[src/rtl/mem_port_arbiter_if.sv]
// Bundle of the fetch, load/store and memory-side signals of the unified
// memory port arbiter. The slave modport is the arbiter's view; the master
// modport is the view of the requesters and the memory model around it.
// The dbg_* signals expose the arbiter's internal state for checkers.
//
// Handshake: a requester raises req with its address/data and keeps them
// stable until gnt is high in the same cycle; the access is taken in that
// cycle. A req dropped before gnt is simply forgotten. Each accepted access
// gets exactly one rvalid pulse, MEM_LAT cycles after its gnt cycle.
interface mem_port_arbiter_if #(
    parameter int ADDR_WIDTH = 32,
    parameter int DATA_WIDTH = 32
);
    logic                      if_req;
    logic [ADDR_WIDTH-1:0]     if_addr;
    logic                      if_gnt;
    logic                      if_rvalid;
    logic [DATA_WIDTH-1:0]     if_rdata;

    logic                      d_req;
    logic                      d_we;
    logic [DATA_WIDTH/8-1:0]   d_wstrb;
    logic [ADDR_WIDTH-1:0]     d_addr;
    logic [DATA_WIDTH-1:0]     d_wdata;
    logic                      d_gnt;
    logic                      d_rvalid;
    logic [DATA_WIDTH-1:0]     d_rdata;

    logic                      mem_en;
    logic                      mem_we;
    logic [DATA_WIDTH/8-1:0]   mem_wstrb;
    logic [ADDR_WIDTH-1:0]     mem_addr;
    logic [DATA_WIDTH-1:0]     mem_wdata;
    logic [DATA_WIDTH-1:0]     mem_rdata;

    logic                      dbg_busy;
    logic                      dbg_owner;
    logic [2:0]                dbg_lat;
    logic [3:0]                dbg_starve;

    modport slave (
        input  if_req, if_addr, d_req, d_we, d_wstrb, d_addr, d_wdata, mem_rdata,
        output if_gnt, if_rvalid, if_rdata, d_gnt, d_rvalid, d_rdata,
        output mem_en, mem_we, mem_wstrb, mem_addr, mem_wdata,
        output dbg_busy, dbg_owner, dbg_lat, dbg_starve
    );

    modport master (
        output if_req, if_addr, d_req, d_we, d_wstrb, d_addr, d_wdata, mem_rdata,
        input  if_gnt, if_rvalid, if_rdata, d_gnt, d_rvalid, d_rdata,
        input  mem_en, mem_we, mem_wstrb, mem_addr, mem_wdata,
        input  dbg_busy, dbg_owner, dbg_lat, dbg_starve
    );
endinterface

[src/rtl/mem_port_arbiter.sv]
// Arbiter sharing one fixed-latency memory port between instruction fetch
// and the load/store path. Data has priority; after STARVE_MAX consecutive
// data grants with fetch waiting, fetch is forced through. Grants are
// combinational so an access can start in the cycle its request appears,
// including the response cycle of the previous access.
module mem_port_arbiter #(
    parameter int ADDR_WIDTH = 32,
    parameter int DATA_WIDTH = 32,
    parameter int MEM_LAT    = 2,
    parameter int STARVE_MAX = 3
) (
    input  logic                clk,
    input  logic                rst,
    mem_port_arbiter_if.slave   bus
);
    typedef enum logic {IDLE = 1'b0, BUSY = 1'b1} state_t;
    typedef enum logic {FETCH = 1'b0, DATA = 1'b1} owner_t;

    localparam int         STRB_W     = DATA_WIDTH / 8;
    localparam logic [2:0] LAT_INIT   = 3'(MEM_LAT);
    localparam logic [3:0] STARVE_LIM = 4'(STARVE_MAX);

    state_t     state;
    owner_t     owner;
    logic       owner_we;     // in-flight data access is a store
    logic [2:0] lat_cnt;
    logic [3:0] starve_cnt;

    logic resp;
    logic window;
    logic fetch_win;
    logic data_win;

    // Response detection, grant window and priority selection.
    always_comb begin
        resp      = !rst && (state == BUSY) && (lat_cnt == 3'd1);
        window    = !rst && ((state == IDLE) || resp);
        fetch_win = window && bus.if_req && ((starve_cnt == STARVE_LIM) || !bus.d_req);
        data_win  = window && bus.d_req && !fetch_win;
    end

    // Memory-side strobes are driven only in a grant cycle, zero otherwise.
    assign bus.if_gnt    = fetch_win;
    assign bus.d_gnt     = data_win;
    assign bus.mem_en    = fetch_win || data_win;
    assign bus.mem_we    = data_win && bus.d_we;
    assign bus.mem_wstrb = (data_win && bus.d_we) ? bus.d_wstrb : {STRB_W{1'b0}};
    assign bus.mem_addr  = fetch_win ? bus.if_addr :
                           data_win  ? bus.d_addr  : {ADDR_WIDTH{1'b0}};
    assign bus.mem_wdata = data_win ? bus.d_wdata : {DATA_WIDTH{1'b0}};

    // Response routing: only the owner sees rvalid/rdata; stores return no data.
    assign bus.if_rvalid = resp && (owner == FETCH);
    assign bus.d_rvalid  = resp && (owner == DATA);
    assign bus.if_rdata  = bus.if_rvalid ? bus.mem_rdata : {DATA_WIDTH{1'b0}};
    assign bus.d_rdata   = (bus.d_rvalid && !owner_we) ? bus.mem_rdata : {DATA_WIDTH{1'b0}};

    assign bus.dbg_busy   = (state == BUSY);
    assign bus.dbg_owner  = (owner == DATA);
    assign bus.dbg_lat    = lat_cnt;
    assign bus.dbg_starve = starve_cnt;

    // State, ownership, latency tracking and starvation counting.
    always_ff @(posedge clk) begin
        if (rst) begin
            state      <= IDLE;
            owner      <= FETCH;
            owner_we   <= 1'b0;
            lat_cnt    <= 3'd0;
            starve_cnt <= 4'd0;
        end else begin
            if (fetch_win || data_win) begin
                state    <= BUSY;
                owner    <= fetch_win ? FETCH : DATA;
                owner_we <= data_win && bus.d_we;
                lat_cnt  <= LAT_INIT;
            end else if (state == BUSY) begin
                lat_cnt <= lat_cnt - 3'd1;
                if (lat_cnt == 3'd1) begin
                    state <= IDLE;
                end
            end

            // Counts data grants that bypassed a waiting fetch.
            if (!bus.if_req || fetch_win) begin
                starve_cnt <= 4'd0;
            end else if (data_win && (starve_cnt != STARVE_LIM)) begin
                starve_cnt <= starve_cnt + 4'd1;
            end
        end
    end
endmodule
[src/flat_wrapper.sv]
// flat-port wrapper written by rule: the top's interface ports become plain ports
module mem_port_arbiter_flat 
#(
    parameter int ADDR_WIDTH = 32,
    parameter int DATA_WIDTH = 32,
    parameter int MEM_LAT    = 2,
    parameter int STARVE_MAX = 3
)
  (clk, rst, bus_if_req, bus_if_addr, bus_d_req, bus_d_we, bus_d_wstrb, bus_d_addr, bus_d_wdata, bus_mem_rdata, bus_if_gnt, bus_if_rvalid, bus_if_rdata, bus_d_gnt, bus_d_rvalid, bus_d_rdata, bus_mem_en, bus_mem_we, bus_mem_wstrb, bus_mem_addr, bus_mem_wdata, bus_dbg_busy, bus_dbg_owner, bus_dbg_lat, bus_dbg_starve);
  mem_port_arbiter_if #(.ADDR_WIDTH(ADDR_WIDTH), .DATA_WIDTH(DATA_WIDTH)) bus_i ();
  input  logic clk;
  input  logic rst;
  input wire logic [$bits(bus_i.if_req)-1:0] bus_if_req;
  input wire logic [$bits(bus_i.if_addr)-1:0] bus_if_addr;
  input wire logic [$bits(bus_i.d_req)-1:0] bus_d_req;
  input wire logic [$bits(bus_i.d_we)-1:0] bus_d_we;
  input wire logic [$bits(bus_i.d_wstrb)-1:0] bus_d_wstrb;
  input wire logic [$bits(bus_i.d_addr)-1:0] bus_d_addr;
  input wire logic [$bits(bus_i.d_wdata)-1:0] bus_d_wdata;
  input wire logic [$bits(bus_i.mem_rdata)-1:0] bus_mem_rdata;
  output wire logic [$bits(bus_i.if_gnt)-1:0] bus_if_gnt;
  output wire logic [$bits(bus_i.if_rvalid)-1:0] bus_if_rvalid;
  output wire logic [$bits(bus_i.if_rdata)-1:0] bus_if_rdata;
  output wire logic [$bits(bus_i.d_gnt)-1:0] bus_d_gnt;
  output wire logic [$bits(bus_i.d_rvalid)-1:0] bus_d_rvalid;
  output wire logic [$bits(bus_i.d_rdata)-1:0] bus_d_rdata;
  output wire logic [$bits(bus_i.mem_en)-1:0] bus_mem_en;
  output wire logic [$bits(bus_i.mem_we)-1:0] bus_mem_we;
  output wire logic [$bits(bus_i.mem_wstrb)-1:0] bus_mem_wstrb;
  output wire logic [$bits(bus_i.mem_addr)-1:0] bus_mem_addr;
  output wire logic [$bits(bus_i.mem_wdata)-1:0] bus_mem_wdata;
  output wire logic [$bits(bus_i.dbg_busy)-1:0] bus_dbg_busy;
  output wire logic [$bits(bus_i.dbg_owner)-1:0] bus_dbg_owner;
  output wire logic [$bits(bus_i.dbg_lat)-1:0] bus_dbg_lat;
  output wire logic [$bits(bus_i.dbg_starve)-1:0] bus_dbg_starve;
  assign bus_i.if_req = bus_if_req;
  assign bus_i.if_addr = bus_if_addr;
  assign bus_i.d_req = bus_d_req;
  assign bus_i.d_we = bus_d_we;
  assign bus_i.d_wstrb = bus_d_wstrb;
  assign bus_i.d_addr = bus_d_addr;
  assign bus_i.d_wdata = bus_d_wdata;
  assign bus_i.mem_rdata = bus_mem_rdata;
  assign bus_if_gnt = bus_i.if_gnt;
  assign bus_if_rvalid = bus_i.if_rvalid;
  assign bus_if_rdata = bus_i.if_rdata;
  assign bus_d_gnt = bus_i.d_gnt;
  assign bus_d_rvalid = bus_i.d_rvalid;
  assign bus_d_rdata = bus_i.d_rdata;
  assign bus_mem_en = bus_i.mem_en;
  assign bus_mem_we = bus_i.mem_we;
  assign bus_mem_wstrb = bus_i.mem_wstrb;
  assign bus_mem_addr = bus_i.mem_addr;
  assign bus_mem_wdata = bus_i.mem_wdata;
  assign bus_dbg_busy = bus_i.dbg_busy;
  assign bus_dbg_owner = bus_i.dbg_owner;
  assign bus_dbg_lat = bus_i.dbg_lat;
  assign bus_dbg_starve = bus_i.dbg_starve;
  mem_port_arbiter #(.ADDR_WIDTH(ADDR_WIDTH), .DATA_WIDTH(DATA_WIDTH), .MEM_LAT(MEM_LAT), .STARVE_MAX(STARVE_MAX)) u_core (.clk(clk), .rst(rst), .bus(bus_i));
endmodule
[config.mk]
export PLATFORM = sky130hd
export DESIGN_NAME = mem_port_arbiter_flat
export DESIGN_NICKNAME = d
export VERILOG_FILES = /design/src/rtl/mem_port_arbiter_if.sv /design/src/rtl/mem_port_arbiter.sv /design/src/flat_wrapper.sv
export SDC_FILE = /design/constraint.sdc
export NUM_CORES = 1
export LEC_CHECK = 0
export CAP_MARGIN = 25
export CORE_AREA = 2 2 111 113
export CTS_BUF_LIST = sky130_fd_sc_hd__clkbuf_16
export CTS_CLUSTER_SIZE = 24
export DETAILED_ROUTE_END_ITERATION = 8
export DIE_AREA = 0 0 113 115
export GPL_TIMING_DRIVEN = 1
export SLEW_MARGIN = 30
export SYNTH_ARGS = -nofsm -noshare
export SYNTH_HDL_FRONTEND = slang
export SYNTH_SLANG_ARGS = --single-unit
[constraint.sdc]
create_clock -name clk -period 3.05 [get_ports clk]
set_input_delay 0.305 -clock clk [delete_from_list [all_inputs] [get_ports clk]]
set_output_delay 0.305 -clock clk [all_outputs]
set_load 0.03 [all_outputs]
## Word level (Yosys, flattened, before mapping)

Cells that the tools add are included.

| word-level totals | value |
|---|---|
| output and inout bits | 147 |
| bits of input ports | 137 |
| bits in registers | 10 |

| operators by class | value |
|---|---|
| equal/unequal tests | 3 |
| bitwise gates (word level) | 2 |
| mux-type cells | 12 |
| reductions and logical operators | 24 |
| $add $sub $neg | 2 |

Operators by type and width:

| cell | count |
|---|---|
| two-way mux 32 bit | 5 |
| logical AND 1 bit | 12 |
| zero test 1 bit | 5 |
| adder 4 x 1 -> 4 bit (second input constant) | 1 |
| equality test 4 x 2 -> 1 bit (second input constant) | 1 |
| logical OR 1 bit | 4 |
| two-way mux 1 bit | 4 |
| two-way mux 2 bit | 2 |
| two-way mux 4 bit | 1 |
| inequality test 4 x 2 -> 1 bit (second input constant) | 1 |
| OR reduction 2 bit | 2 |
| equality test 3 x 1 -> 1 bit (second input constant) | 1 |
| subtractor 3 x 1 -> 3 bit (second input constant) | 1 |
| inverter 1 bit | 2 |
| nonzero test 2 bit | 1 |

## Depth between registers and ports, before layout

Gate-level depths: netlist of run 1.

| logic depth | value |
|---|---|
| depth after elaboration | 11 |
| gate-level depth with buffers | 8 |
| gate-level depth less buffers | 6 |

## Least setup slack after synthesis of run 1

No wires, ideal clock.

| path | value |
|---|---|
| path kind | register -> output |
| start point | reg u_core.lat_cnt[0], in the netlist u_core.bus.dbg_lat[0] |
| end point | out bus_d_rdata[10] |
| required time | 2745 ps |
| stages on the path, launching flop included | 7 |
| slack | 630 ps |
| arrival | 2115 ps |
| buffers on the path | 1 |
| cell sequence | dfxtp_1 -> ha_1 -> nor4bb_2 -> and2_1 -> and2b_2 -> clkbuf_2 -> and2_1 |

| on the way | value |
|---|---|
| word-level cells in the longest chain between the ends | 5 |

RTL lines:

| item | line | text |
|---|---|---|
| start: declaration | mem_port_arbiter.sv:26 | `logic [2:0] lat_cnt;` |
| start signal: assignment | mem_port_arbiter.sv:78 | `lat_cnt <= lat_cnt - 3'd1;` |
| equality test 3 x 1 -> 1 bit | mem_port_arbiter.sv:36 | `resp = !rst && (state == BUSY) && (lat_cnt == 3'd1);` |
| logical AND 1 bit | mem_port_arbiter.sv:36 |  |
| logical AND 1 bit | mem_port_arbiter.sv:54 | `assign bus.d_rvalid = resp && (owner == DATA);` |
| named net bus_d_rvalid | flat_wrapper.sv:25 | `output wire logic [$bits(bus_i.d_rvalid)-1:0] bus_d_rvalid;` |
| logical AND 1 bit | mem_port_arbiter.sv:56 | `assign bus.d_rdata = (bus.d_rvalid && !owner_we) ? bus.mem_rdata : {DATA_WIDTH{1'b0}};` |
| two-way mux 32 bit | mem_port_arbiter.sv:56 |  |
| end: declaration | flat_wrapper.sv:26 | `output wire logic [$bits(bus_i.d_rdata)-1:0] bus_d_rdata;` |

The timed path passes the listed nets, and every way through them passes these cells.

## Worst setup path after layout of run 1

| path | value |
|---|---|
| start point | reg u_core.lat_cnt[0], in the netlist u_core.bus.dbg_lat[0] |
| end point | out bus_d_rdata[31] |

| on the way | value |
|---|---|
| word-level cells in the longest chain between the ends | 5 |

RTL lines:

| item | line |
|---|---|
| equality test 3 x 1 -> 1 bit | mem_port_arbiter.sv:36 |
| logical AND 1 bit | mem_port_arbiter.sv:36 |
| logical AND 1 bit | mem_port_arbiter.sv:54 |
| logical AND 1 bit | mem_port_arbiter.sv:56 |
| two-way mux 32 bit | mem_port_arbiter.sv:56 |

Every way passes these cells.

==> results of run 1 <==
[where the power goes]
part | internal [mW] | total [mW] | switching (mW)
sequential | 0.138 | 0.144 | 0.00576
combinational | 0.284 | 0.504 | 0.220
clock | 0.172 | 0.232 | 0.0599
[registers in the layout (all words and copies together) (netlist names)]
name	flops
u_core.bus.dbg_lat	3
u_core.bus.dbg_starve	4
u_core.owner_we	1
u_core.bus.dbg_owner	1
u_core.bus.dbg_busy	1
[per-layer routing]
layer  global-route usage [%]  up-vias
li1                         -     1261
met1                    16.29     1095
met2                    24.07      131
met3                    3.268        0
met4                   0.2439        0
met5                        0        -
[placed cells by master (no fill, tap or decap), types with 2 or more instances in the layout]
cell	n
sky130_fd_sc_hd__clkdlybuf4s50_1	163
sky130_fd_sc_hd__buf_4	94
sky130_fd_sc_hd__and2_1	93
sky130_fd_sc_hd__a22o_1	30
sky130_fd_sc_hd__dlymetal6s2s_1	16
sky130_fd_sc_hd__buf_12	15
sky130_fd_sc_hd__nor2_1	10
sky130_fd_sc_hd__dfxtp_1	10
sky130_fd_sc_hd__and2_2	5
sky130_fd_sc_hd__and3_1	4
sky130_fd_sc_hd__a21oi_1	4
sky130_fd_sc_hd__a211oi_1	3
sky130_fd_sc_hd__inv_1	3
sky130_fd_sc_hd__a22o_2	3
sky130_fd_sc_hd__xnor2_1	3
sky130_fd_sc_hd__ha_1	3
sky130_fd_sc_hd__clkbuf_16	3
sky130_fd_sc_hd__nand2b_4	2
sky130_fd_sc_hd__nand2_1	2
[critical path, delay by kind of cell (launching register included)]
| family | cells | cell delay [ps] |
|---|---|---|
| flops | 1 | 380 |
| simple gates | 4 | 1040 |
| buf+inv | 1 | 670 |
| fa+ha+maj | 1 | 240 |
[through the flow]
step / setup WS (ps) / instances
2_1_floorplan: 629.9 / 210
3_3_place_gp: 196.8 / 626
3_5_place_dp: 152.6 / 626
4_1_cts: 36.16 / 630
5_1_grt: 2.488 / 630
6_report: 177.0 / 630
[cells by family (layout without fill, tap and decap cells)]
kind of cell	after synthesis	after routing	share of synthesized area (%)
buf+inv	22	295	10.55
mux	1	1	0.6029
compound gates	45	45	23.96
fa+ha+maj	3	3	2.261
simple gates	125	125	48.46
xor+xnor	4	4	2.110
flops	10	10	12.06
[how the worst max path moves through the flow]
| stage | startpoint | to | slack (ps) | cells after the start |
|---|---|---|---|---|
| after detailed placement | rst | bus_d_rdata[30] | 150 | 6 |
| after global placement | rst | bus_d_rdata[21] | 200 | 6 |
| after CTS | u_core.bus.dbg_lat[0] | bus_d_rdata[30] | 40 | 6 |
| final | u_core.bus.dbg_lat[0] | bus_d_rdata[31] | 180 | 6 |
| after floorplan | u_core.bus.dbg_lat[0] | bus_d_rdata[10] | 630 | 6 |
| after global routing | u_core.bus.dbg_lat[0] | bus_d_rdata[4] | 2 | 6 |
[timing repair]
action,in CTS,in global routing
setup endpoints to repair,0,30
hold endpoints to repair,0,0
resized for setup,0,17
[layout make-up]
type                            count  area [um2]  share of cell area, %
Timing Repair Buffer              288        2838                  61.71
Multi-Input combinational cell    178        1286                  27.97
Sequential cell                    10       200.2                  4.354
Tap cell                          147       183.9                  4.000
Clock buffer                        3       75.07                  1.633
Inverter                            3       11.26                 0.2449
Clock inverter                      1       3.754                0.08163
==> impl.org, run 1 <==
** Outcome
- Outcome :: complete, but fails checks
- Failing checks :: design-rule violations

** Clocking
- No sink is reached through more buffers than the 2 on the longest clock path.
- After clock tree synthesis, the flow added hold-fix buffers numbering 0.
- Number of sinks handled by clock tree synthesis :: 10
- Number of buffers created by CTS :: 3
- CTS tree :: done
- H-tree level count :: 1
- Clock-pin slew was measured on the worst setup and hold paths at around 40 ps.
- CTS placed an instance of sky130_fd_sc_hd__clkbuf_16 at the clock tree root.
- For the worst-skew pair, the clock arrives at the later sink with an insertion delay of between 200 and 250 ps.
- After clock tree synthesis, the setup repair step added 0 buffers.

** Synthesis
- For this run, the leading register cell type out of synthesis is sky130_fd_sc_hd__dfxtp_1.
- After technology mapping, the gate count stands at between 200 and 250.
- Fraction of post-synthesis cell area in the top cell type by area :: a little over a third
- Leading post-synthesis cells by instance count :: sky130_fd_sc_hd__and2_1 (93), sky130_fd_sc_hd__a22o_1 (30), sky130_fd_sc_hd__buf_6 (11), sky130_fd_sc_hd__dfxtp_1 (10), sky130_fd_sc_hd__nor2_1 (10)
- In this run, synthesis inferred 0 flip-flops with an integrated enable.
- Fraction of registers with async set/reset :: 0%
- The synthesized design contains 10 register bits.
- Number of distinct library cell variants in the gate-level netlist after synthesis :: 35
- In the post-synthesis netlist, the cell with the most instances is sky130_fd_sc_hd__and2_1.
- Synthesized area divided by synthesized cell count :: slightly below 8 um2
- The synthesized netlist occupies a cell area of ~0.0017 mm2.
- Most area-hungry cell type in the Yosys netlist :: sky130_fd_sc_hd__and2_1
- The number of nets in the synthesized netlist is 350.
- By area the synthesized netlist is led by sky130_fd_sc_hd__and2_1 (35%), sky130_fd_sc_hd__a22o_1 (16%), sky130_fd_sc_hd__dfxtp_1 (12%).
- Synth warnings :: 0
- The share of the Yosys chip area taken by registers is 12.06%.

** Final layout
- Summing all non-filler instances in the final layout gives an area of approximately 0.0046 mm2.
- Of the cells placed in the final design, the portion with a size suffix greater than 1 is 26.92%.
- Final-stage net count :: about 620
- After filler insertion, the fill cell instance count of the layout stands at 1184.
- Cells fill 38.93% of the core in the end.
- Number of diodes :: 0
- Relative to the synthesized area, the layout overhead comes to 176.9%.

** Pwr
- Worst IR drop on VDD :: around 0.29 mV
- Dividing total power by cell area gives a power density of 191.2 mW/mm2.
- Summed over all cells, the static leakage comes to 2.302 nW.
- Overall power of the completed layout :: just under 0.9 mW

** Die
- In this run the core area contains 40 standard-cell rows.
- Area enclosed by the die boundary :: approximately 0.013 mm2
- For this configuration, the core starts out at a cell density of 14.06%.
- Area of the placeable core :: approximately 0.012 mm2
- Die extent in x :: 113 um
- Measured along the y axis, the die boundary spans about 120 um.
- I/O pins :: about 280

** Hold path
- Along the worst hold path, the cell count comes to 1.
- End point of the most critical hold path :: u_core.owner_we
- Worst hold-check path type :: flop to flop
- Hold Crit Start :: u_core.owner_we

** Global routing
- The total overflow left after global routing is 0.
- For this run, the total global-route usage over all layers was measured as about an eighth.
- Wire length of the first global-routing pass :: about 14000 um
- The number of global-route vias before repair came to between 2000 and 2500.
- Pin count of the biggest net entering global routing :: 73
- Number of antenna violations at the first check in global routing :: 0

** Route
- Total wirelength of the detailed-routed design :: approximately 9700 um
- In the routed design, unresolved DRC markers number 20.
- The routed layout has roughly 2500 vias.
- Post-DRT Antenna Nets :: 0
- Summed over all nets, wire length on met2 after detailed routing comes to roughly 5100 um.
- The detailed router used layers up to and including met3.
- First-pass iteration count of the detailed router :: 6
- After the first detailed-routing iteration, the DRC count stood at 65.
- After detailed routing, the met3 layer carries 940 um of wire.
- In the final routing, the length of wire on met1 measures between 3000 and 4000 um.
- After detailed routing, the number of vias per cell comes to between 3 and 4.
- Average wire per cell in the routed design :: 15.37 um

** Setup path
- Crit path kind :: flop to output port
- Launch instance of the worst register-to-register path :: u_core.bus.dbg_lat[0]
- Data arrives at the worst endpoint at between 2000 and 3000 ps.
- In this run the critical register-to-register path is captured at u_core.owner_we.
- For flop-to-flop paths, the worst setup slack is approximately 1400 ps.
- The worst setup path is launched from a flop.
- For the worst flop-to-flop path, the logic depth is 6.
- The most numerous cell type found on the critical path is sky130_fd_sc_hd__and2_1.
- Required arrival time at the worst endpoint :: roughly 2700 ps
- In this run the worst path has a maximum fanout of 32.
- The slowest stage of the critical path is the sky130_fd_sc_hd__clkdlybuf4s50_1 cell.
- STA classifies the critical path endpoint as an output port.
- Worst path cell trace :: ha_1 -> nor4bb_2 -> and2_1 -> and2b_4 -> and2_1 -> clkdlybuf4s50_1
- Max stage delay on crit path :: between 600 and 700 ps

** Placed design
- Buffers placed on the I/O ports in this run total roughly 280.
- Final estimated routing congestion in global placement :: a little over 0.7
- Total half-perimeter wirelength after legalization and detailed placement :: between 8000 and 9000 um
- Post-placement cell area :: approximately 0.0045 mm2

** Flow run
- Across the run, the number of max-cap violations was 0.

** STA
- For this run, the top clock speed supported by timing is 348.1 MHz.
- Endpoints failing hold :: 0
- Clock Skew :: around 1.5 ps
- Worst slew slack as a fraction of its limit :: 68.66%
- Worst Hold Slack :: 483.8 ps
- RSZ-0062 raised after global routing :: no
- Total negative slack for setup checks :: 0 ps
- After layout, the worst path uses between 90% and 100% of the clock period.
- At the pin with the least slew margin, the transition time is 467.3 ps.
- Shortest period the worst path allows :: between 2000 and 3000 ps
- The number of pins exceeding their max-slew limit in the final report was 0.
- Setup-failing EPs final :: 0
Power figures use the tool's default switching activity.
==> run 2, diff against run 1 <==
--- a/config.mk
+++ b/config.mk
@@ -8,6 +8,7 @@
 export CAP_MARGIN = 25
 export CORE_AREA = 2 2 111 113
 export CTS_BUF_LIST = sky130_fd_sc_hd__clkbuf_16
+export CTS_CLUSTER_DIAMETER = 80
 export CTS_CLUSTER_SIZE = 24
 export DETAILED_ROUTE_END_ITERATION = 8
 export DIE_AREA = 0 0 113 115
==> constraint.sdc (replaced) <==
create_clock -name clk -period 3.6 [get_ports clk]
set_input_delay 0.36 -clock clk [delete_from_list [all_inputs] [get_ports clk]]
set_output_delay 0.36 -clock clk [all_outputs]
set_load 0.03 [all_outputs]
==> impl.org, run 2 (same netlist as run 1, synthesis figures left out) <==
** Route
- Post-DRT Antenna Nets :: 0
- After detailed routing, the average wire length per cell comes to 15.36 um.
- After the first detailed-routing iteration, the DRC count stood at 80.
- Routed via count divided by cell count :: just over 4
- In the routed design, unresolved DRC markers number 19.
- First-pass iteration count of the detailed router :: 9
- Total wirelength of the detailed-routed design :: 9648 um
- Detailed routing inserted a total of approximately 2500 vias.

** STA
- Setup-failing EPs final :: 0
- Based on the critical path, the design can be clocked at up to about 330 MHz.
- Endpoints failing hold :: 0
- Shortest period the worst path allows :: 3031 ps
- Total negative slack for setup checks :: 0 ps
- Worst slew slack as a fraction of its limit :: between 60 and 70%
- Least-Margin Pin Slew :: between 400 and 500 ps
- Clock Skew :: 0.5037 ps
- Setup repair after global routing left no endpoint under its margin.
- The number of pins exceeding their max-slew limit in the final report came to 0.
- The final critical path takes up 84.18% of the cycle.

** Final layout
- Area added between synthesis and finish :: 177.4%
- In the layout the commonest cells are sky130_fd_sc_hd__clkdlybuf4s50_1 (213), sky130_fd_sc_hd__and2_1 (93), sky130_fd_sc_hd__buf_4 (61).
- Proportion of layout cells with a drive suffix above 1 :: 19.75%
- Most common cell after layout, fill and taps aside :: sky130_fd_sc_hd__clkdlybuf4s50_1
- # fillers :: approximately 1200
- Final-stage net count :: between 600 and 700
- The register with the most flip-flops in the layout has 4 of them.
- The number of antenna diodes in the final layout is 0.
- Cell area after layout :: about 0.0046 mm2

** Clocking
- Number of sinks handled by clock tree synthesis :: 10
- Clock transition at the register clock pins on the worst setup and hold paths after CTS :: approximately 40 ps
- Counting along the longest clock path gives a buffer depth of 2.
- Clk root buf :: sky130_fd_sc_hd__clkbuf_16
- Number of gates given a new drive strength after cts :: 0
- Buffers inserted to repair hold after CTS numbered 0.
- Post-CTS timing repair inserted 0 buffers for setup.
- The later pin in the worst-skew pair is clocked with a latency of between 200 and 250 ps.
- In this run the number of H-tree levels came out at 1.
- TritonCTS built the clock tree.
- Number of buffers created by CTS :: 3

** Global routing
- Number of antenna violations at the first check in global routing :: 0
- Global routing consumed, over all layers together, 13.03% of the routing resources.
- Pin count of the biggest net entering global routing :: 73
- The first global-routing pass estimated between 10000 and 15000 um of wire.
- Remaining global-route overflow :: 0
- The number of global-route vias before repair is between 2000 and 2500.

** Outcome
- Failing checks :: design-rule violations
- The run finished, with violations left.

** Placed design
- Post-placement cell area :: 0.004531 mm2
- Once detailed placement completed, the half-perimeter wirelength came to 8376 um.
- Final estimated routing congestion in global placement :: just under 0.8
- In this run the tool buffered the top-level ports with about 280 buffer cells.

** Setup path
- The worst setup path is launched from a flop.
- Crit path kind :: flop to output port
- STA classifies the critical path endpoint as an output port.
- Data arrival time of the critical path :: roughly 2700 ps
- Largest fanout of any net on the critical path :: 32
- For the worst setup path, the data required time is between 3000 and 4000 ps.

** Die
- Area of the placeable core :: 0.01181 mm2
- The die is roughly 120 um tall.
- Initial Util :: 14.06%
- I/O pins :: about 280
- Area enclosed by the die boundary :: ~0.013 mm2
- Placement row count :: 40
- Die extent in x :: 113 um

** Pwr
- Ratio of total power to cell area :: 160.6 mW/mm2
- Summed over all cells, the static leakage comes to ~1.9 nW.
- Worst IR drop on VDD :: approximately 0.13 mV

** Hold path
- Worst hold-check path type :: flop to flop

** Flow run
- The tool flagged a number of max-cap violations equal to 0.
==> run 2: changes by cell type in the layout (fill, tap and decap cells not counted), sizes merged <==
cell / delta
buf: -35
clkdlybuf4s50: +50
clkinv: -1
dlymetal6s2s: -16
==> run 2: worst max-delay path, cell delays in order, from the launching register on <==
cell and delay [ps]:
sky130_fd_sc_hd__dfxtp_1 380, sky130_fd_sc_hd__ha_1 230, sky130_fd_sc_hd__nor4bb_2 320, sky130_fd_sc_hd__and2_1 180
sky130_fd_sc_hd__and2b_2 430, sky130_fd_sc_hd__and2_1 200, sky130_fd_sc_hd__clkdlybuf4s50_1 670
==> run 2: layout make-up <==
cell class	count	area [um2]	share of cell area, %
inverters	3	11.26	0.2445
flip-flops and latches	10	200.2	4.347
well taps	147	183.9	3.993
clock buffers	3	75.07	1.630
multi-input cells	178	1285	27.90
repair buffers	287	2850	61.89
==> run 2: worst paths after layout <==
path,to,slack (ps),startpoint,cells after the start
setup / recovery,bus_d_rdata[30],570,u_core.bus.dbg_lat[0],6
hold reg to reg,u_core.owner_we,470,u_core.owner_we,1
hold / removal,u_core.owner_we,470,u_core.owner_we,1
setup reg to reg,u_core.owner_we,2000,u_core.bus.dbg_lat[0],6
==> run 2: where the power goes <==
group	total (mW)	switching (mW)	internal [mW]	leakage (nW)
sequential	0.125	0.00750	0.117	0.0819
combinational	0.424	0.183	0.240	1.80
clock	0.192	0.0480	0.144	0.0370
==> run 2: per-stage QoR <==
| stage | setup slack [ps] | std cells | hold WS (ps) | total power, mW | utilization (%) |
|---|---|---|---|---|---|
| after floorplan | 1125 | 210 | 441.3 | 0.3038 | - |
| after global placement | 647.6 | 625 | 458.1 | 0.5496 | 38.36 |
| after detailed placement | 572.6 | 625 | 457.4 | 0.5528 | 38.36 |
| after CTS | 518.4 | 628 | 466.4 | 0.7518 | 38.99 |
| after global routing | 345.6 | 628 | 470.6 | 0.7737 | 38.99 |
| final | 569.4 | 628 | 465.8 | 0.7399 | 38.99 |
==> run 2: metal layers <==
metal | track usage [%] | up-vias | routed length (um)
met5 | 0 | - | 0
met4 | 1.463 | 0 | 29
met3 | 2.847 | 3 | 962
met2 | 24.11 | 139 | 5062
met1 | 15.97 | 1140 | 3593
li1 | - | 1253 | -
==> run 3, diff against run 2 <==
--- a/config.mk
+++ b/config.mk
@@ -6,12 +6,12 @@
 export NUM_CORES = 1
 export LEC_CHECK = 0
 export CAP_MARGIN = 25
-export CORE_AREA = 2 2 111 113
+export CORE_AREA = 2 2 110 112
 export CTS_BUF_LIST = sky130_fd_sc_hd__clkbuf_16
 export CTS_CLUSTER_DIAMETER = 80
 export CTS_CLUSTER_SIZE = 24
 export DETAILED_ROUTE_END_ITERATION = 8
-export DIE_AREA = 0 0 113 115
+export DIE_AREA = 0 0 112 114
 export GPL_TIMING_DRIVEN = 1
 export SLEW_MARGIN = 30
 export SYNTH_ARGS = -nofsm -noshare
==> constraint.sdc (replaced) <==
create_clock -name clk -period 3.13 [get_ports clk]
set_input_delay 0.313 -clock clk [delete_from_list [all_inputs] [get_ports clk]]
set_output_delay 0.313 -clock clk [all_outputs]
set_load 0.03 [all_outputs]
==> impl.org, run 3 (same netlist as run 1, synthesis figures left out) <==
** Die
- The floorplan step defined a die boundary enclosing between 0.01 and 0.015 mm2.
- From left edge to right edge, the die measures 112 um.
- The floorplan has 40 rows.
- Initial Util :: approximately 14%
- The core region is between 0.01 and 0.015 mm2.
- around 280 I/O pins were placed.
- Y dimension of the die :: 114 um

** Pwr
- Sequential cell fraction of total power :: 16.7%
- Ratio of total power to cell area :: 187.1 mW/mm2
- Overall power of the completed layout :: approximately 0.84 mW
- Internal Power :: about 0.57 mW
- VDD sags by at most roughly 0.27 mV.
- The clock network burns between 20% and 30% of the power.
- Total net switching power :: approximately 0.27 mW
- Of the total power, the share spent switching nets is 32.47%.
- Summed over all cells, the static leakage comes to 1.906 nW.
- Power share of the combinational group :: a little under three fifths

** Placed design
- Number of placed cells counting well taps :: about 630
- Final estimated routing congestion in global placement :: roughly 0.82
- Port buffering added about 280 buffers.
- DP Worst Slack :: between 200 and 250 ps
- Once detailed placement completed, the half-perimeter wirelength came to 7698 um.

** STA
- Setup-failing EPs final :: 0
- Timing would allow up to 338.9 MHz.
- Final slew viol count :: 0
- Clock Skew :: between 2 and 3 ps
- Worst Setup Slack, final :: approximately 180 ps
- Total negative slack for setup checks :: 0 ps
- The routed design could run at a clock period as short as slightly below 3000 ps.
- Setup repair after global routing left no endpoint under its margin.
- Endpoints failing hold :: 0
- At the pin with the least slew margin, the transition time is ~420 ps.
- Worst slew slack as a fraction of its limit :: between 70% and 80%
- The final critical path takes up 94.27% of the cycle.

** Final layout
- The register with the most flip-flops in the layout has 4 of them.
- The repair_antennas step left the layout with diodes totalling 0.
- After the last flow step, the layout net total stands at 624.
- In the final layout, flip-flops and latches occupy between 200 and 250 um2.
- In the final layout, the multi-input gates occupy 0.001285 mm2.
- Final Instance Count excl. Fillers :: 630
- Most frequent cells in the layout :: sky130_fd_sc_hd__clkdlybuf4s50_1 (211), sky130_fd_sc_hd__and2_1 (93), sky130_fd_sc_hd__buf_4 (73)
- In the final layout, the share of cells above drive strength 1 is roughly 20%.
- The library cell used most frequently in the layout, excluding fill and tap cells, is sky130_fd_sc_hd__clkdlybuf4s50_1.
- # fillers :: roughly 1200
- Relative to the synthesized area, the layout overhead comes to 171.0%.

** Clocking
- Post-CTS Setup Inserts :: 0
- Number of gates given a new drive strength after cts :: 0
- TritonCTS created 3 clock buffers.
- Number of sinks handled by clock tree synthesis :: 10
- Clock latency of the later-clocked register in the worst-skew pair :: approximately 230 ps
- Counting along the longest clock path gives a buffer depth of 2.
- Clock transition at the register clock pins on the worst setup and hold paths after CTS :: approximately 40 ps
- TritonCTS built the clock tree.
- In this run the number of H-tree levels came out at 1.
- Hold-fix buffers, CTS :: 0
- The root buffer cell chosen for the clock tree is sky130_fd_sc_hd__clkbuf_16.

** Hold path
- Worst hold-check path type :: flop to flop

** Route
- The routed layout has about 2500 vias.
- Summed over all layers, the routed wires come to 9068 um.
- Average wire per cell in the routed design :: roughly 14 um
- In the routed design, unresolved DRC markers number 0.
- Dividing the detail-routed via count by the number of cells gives 4.032.
- Violation count after the first detailed-route iteration :: 90
- First-pass iteration count of the detailed router :: 6
- The count of nets left with antenna violations once routing finished came out at 0.

** Setup path
- By startpoint and endpoint, the worst setup path is classified as flop to output port.
- Nature of the critical path endpoint :: output port
- Largest fanout of any net on the critical path :: 32
- The worst setup path is launched from a flop.
- Data arrival time of the critical path :: 2640 ps
- Required arrival time at the worst endpoint :: 2820 ps

** Global routing
- The first global-routing pass estimated 12770 um of wire.
- The number of antenna violations at the first check in global routing came to 0.
- Entering global routing, the biggest net connects 70 pins.
- Aggregate global-route resource usage :: between 10% and 20%
- The number of global-route vias before repair was 2368.
- Summed over all layers, the global routing overflow is 0.

** Flow run
- Max-cap violation count :: 0

** Outcome
- The run finished with clean final reports.
## run 3: path summary, 6_finish.rpt
| path | from | endpoint | slack [ps] | cells past startpoint |
|---|---|---|---|---|
| setup / recovery | u_core.bus.dbg_lat[0] | bus_d_rdata[30] | 180 | 6 |
| hold / removal | u_core.owner_we | u_core.owner_we | 470 | 1 |
| setup reg to reg | u_core.bus.dbg_lat[0] | u_core.bus.dbg_starve[1] | 1630 | 5 |
| hold reg to reg | u_core.owner_we | u_core.owner_we | 470 | 1 |
## run 3: power by group through the flow
stage / registers (mW) / logic, mW / clock network [mW]
global route: 0.141 / 0.503 / 0.237
detailed placement: 0.143 / 0.478 / 0
global placement: 0.143 / 0.475 / 0
floorplan: 0.153 / 0.196 / 0
CTS: 0.141 / 0.480 / 0.229
finish: 0.140 / 0.477 / 0.225
## run 3: routing by layer
metal	track usage (%)	up-vias	wire [um]
li1	-	1254	-
met1	14.48	1133	3489
met2	22.75	149	4727
met3	2.710	4	764
met4	1.789	0	87
met5	0	-	0
## run 3: critical path: stages (launching register included)
cell and delay (ps):
sky130_fd_sc_hd__dfxtp_1 380, sky130_fd_sc_hd__ha_1 230, sky130_fd_sc_hd__nor4bb_2 310, sky130_fd_sc_hd__and2_1 180, sky130_fd_sc_hd__and2b_2 420, sky130_fd_sc_hd__and2_1 190, sky130_fd_sc_hd__clkdlybuf4s50_1 680
## run 3: layout make-up
class,count,area share (%)
clock inverters,1,0.08343
flip-flops and latches,10,4.449
inverters,3,0.2503
well taps,147,4.088
clock buffers,3,1.669
multi-input cells,178,28.56
repair buffers,288,60.90
## run 3: stage by stage
stage               hold WS, ps  instance area (um2)  utilization (%)
floorplan                 441.3                 1660                -
global placement          469.4                 4420            37.75
detailed placement        473.1                 4420            37.75
CTS                       486.0                 4499            38.42
global route              506.9                 4499            38.42
finish                    474.2                 4499            38.42
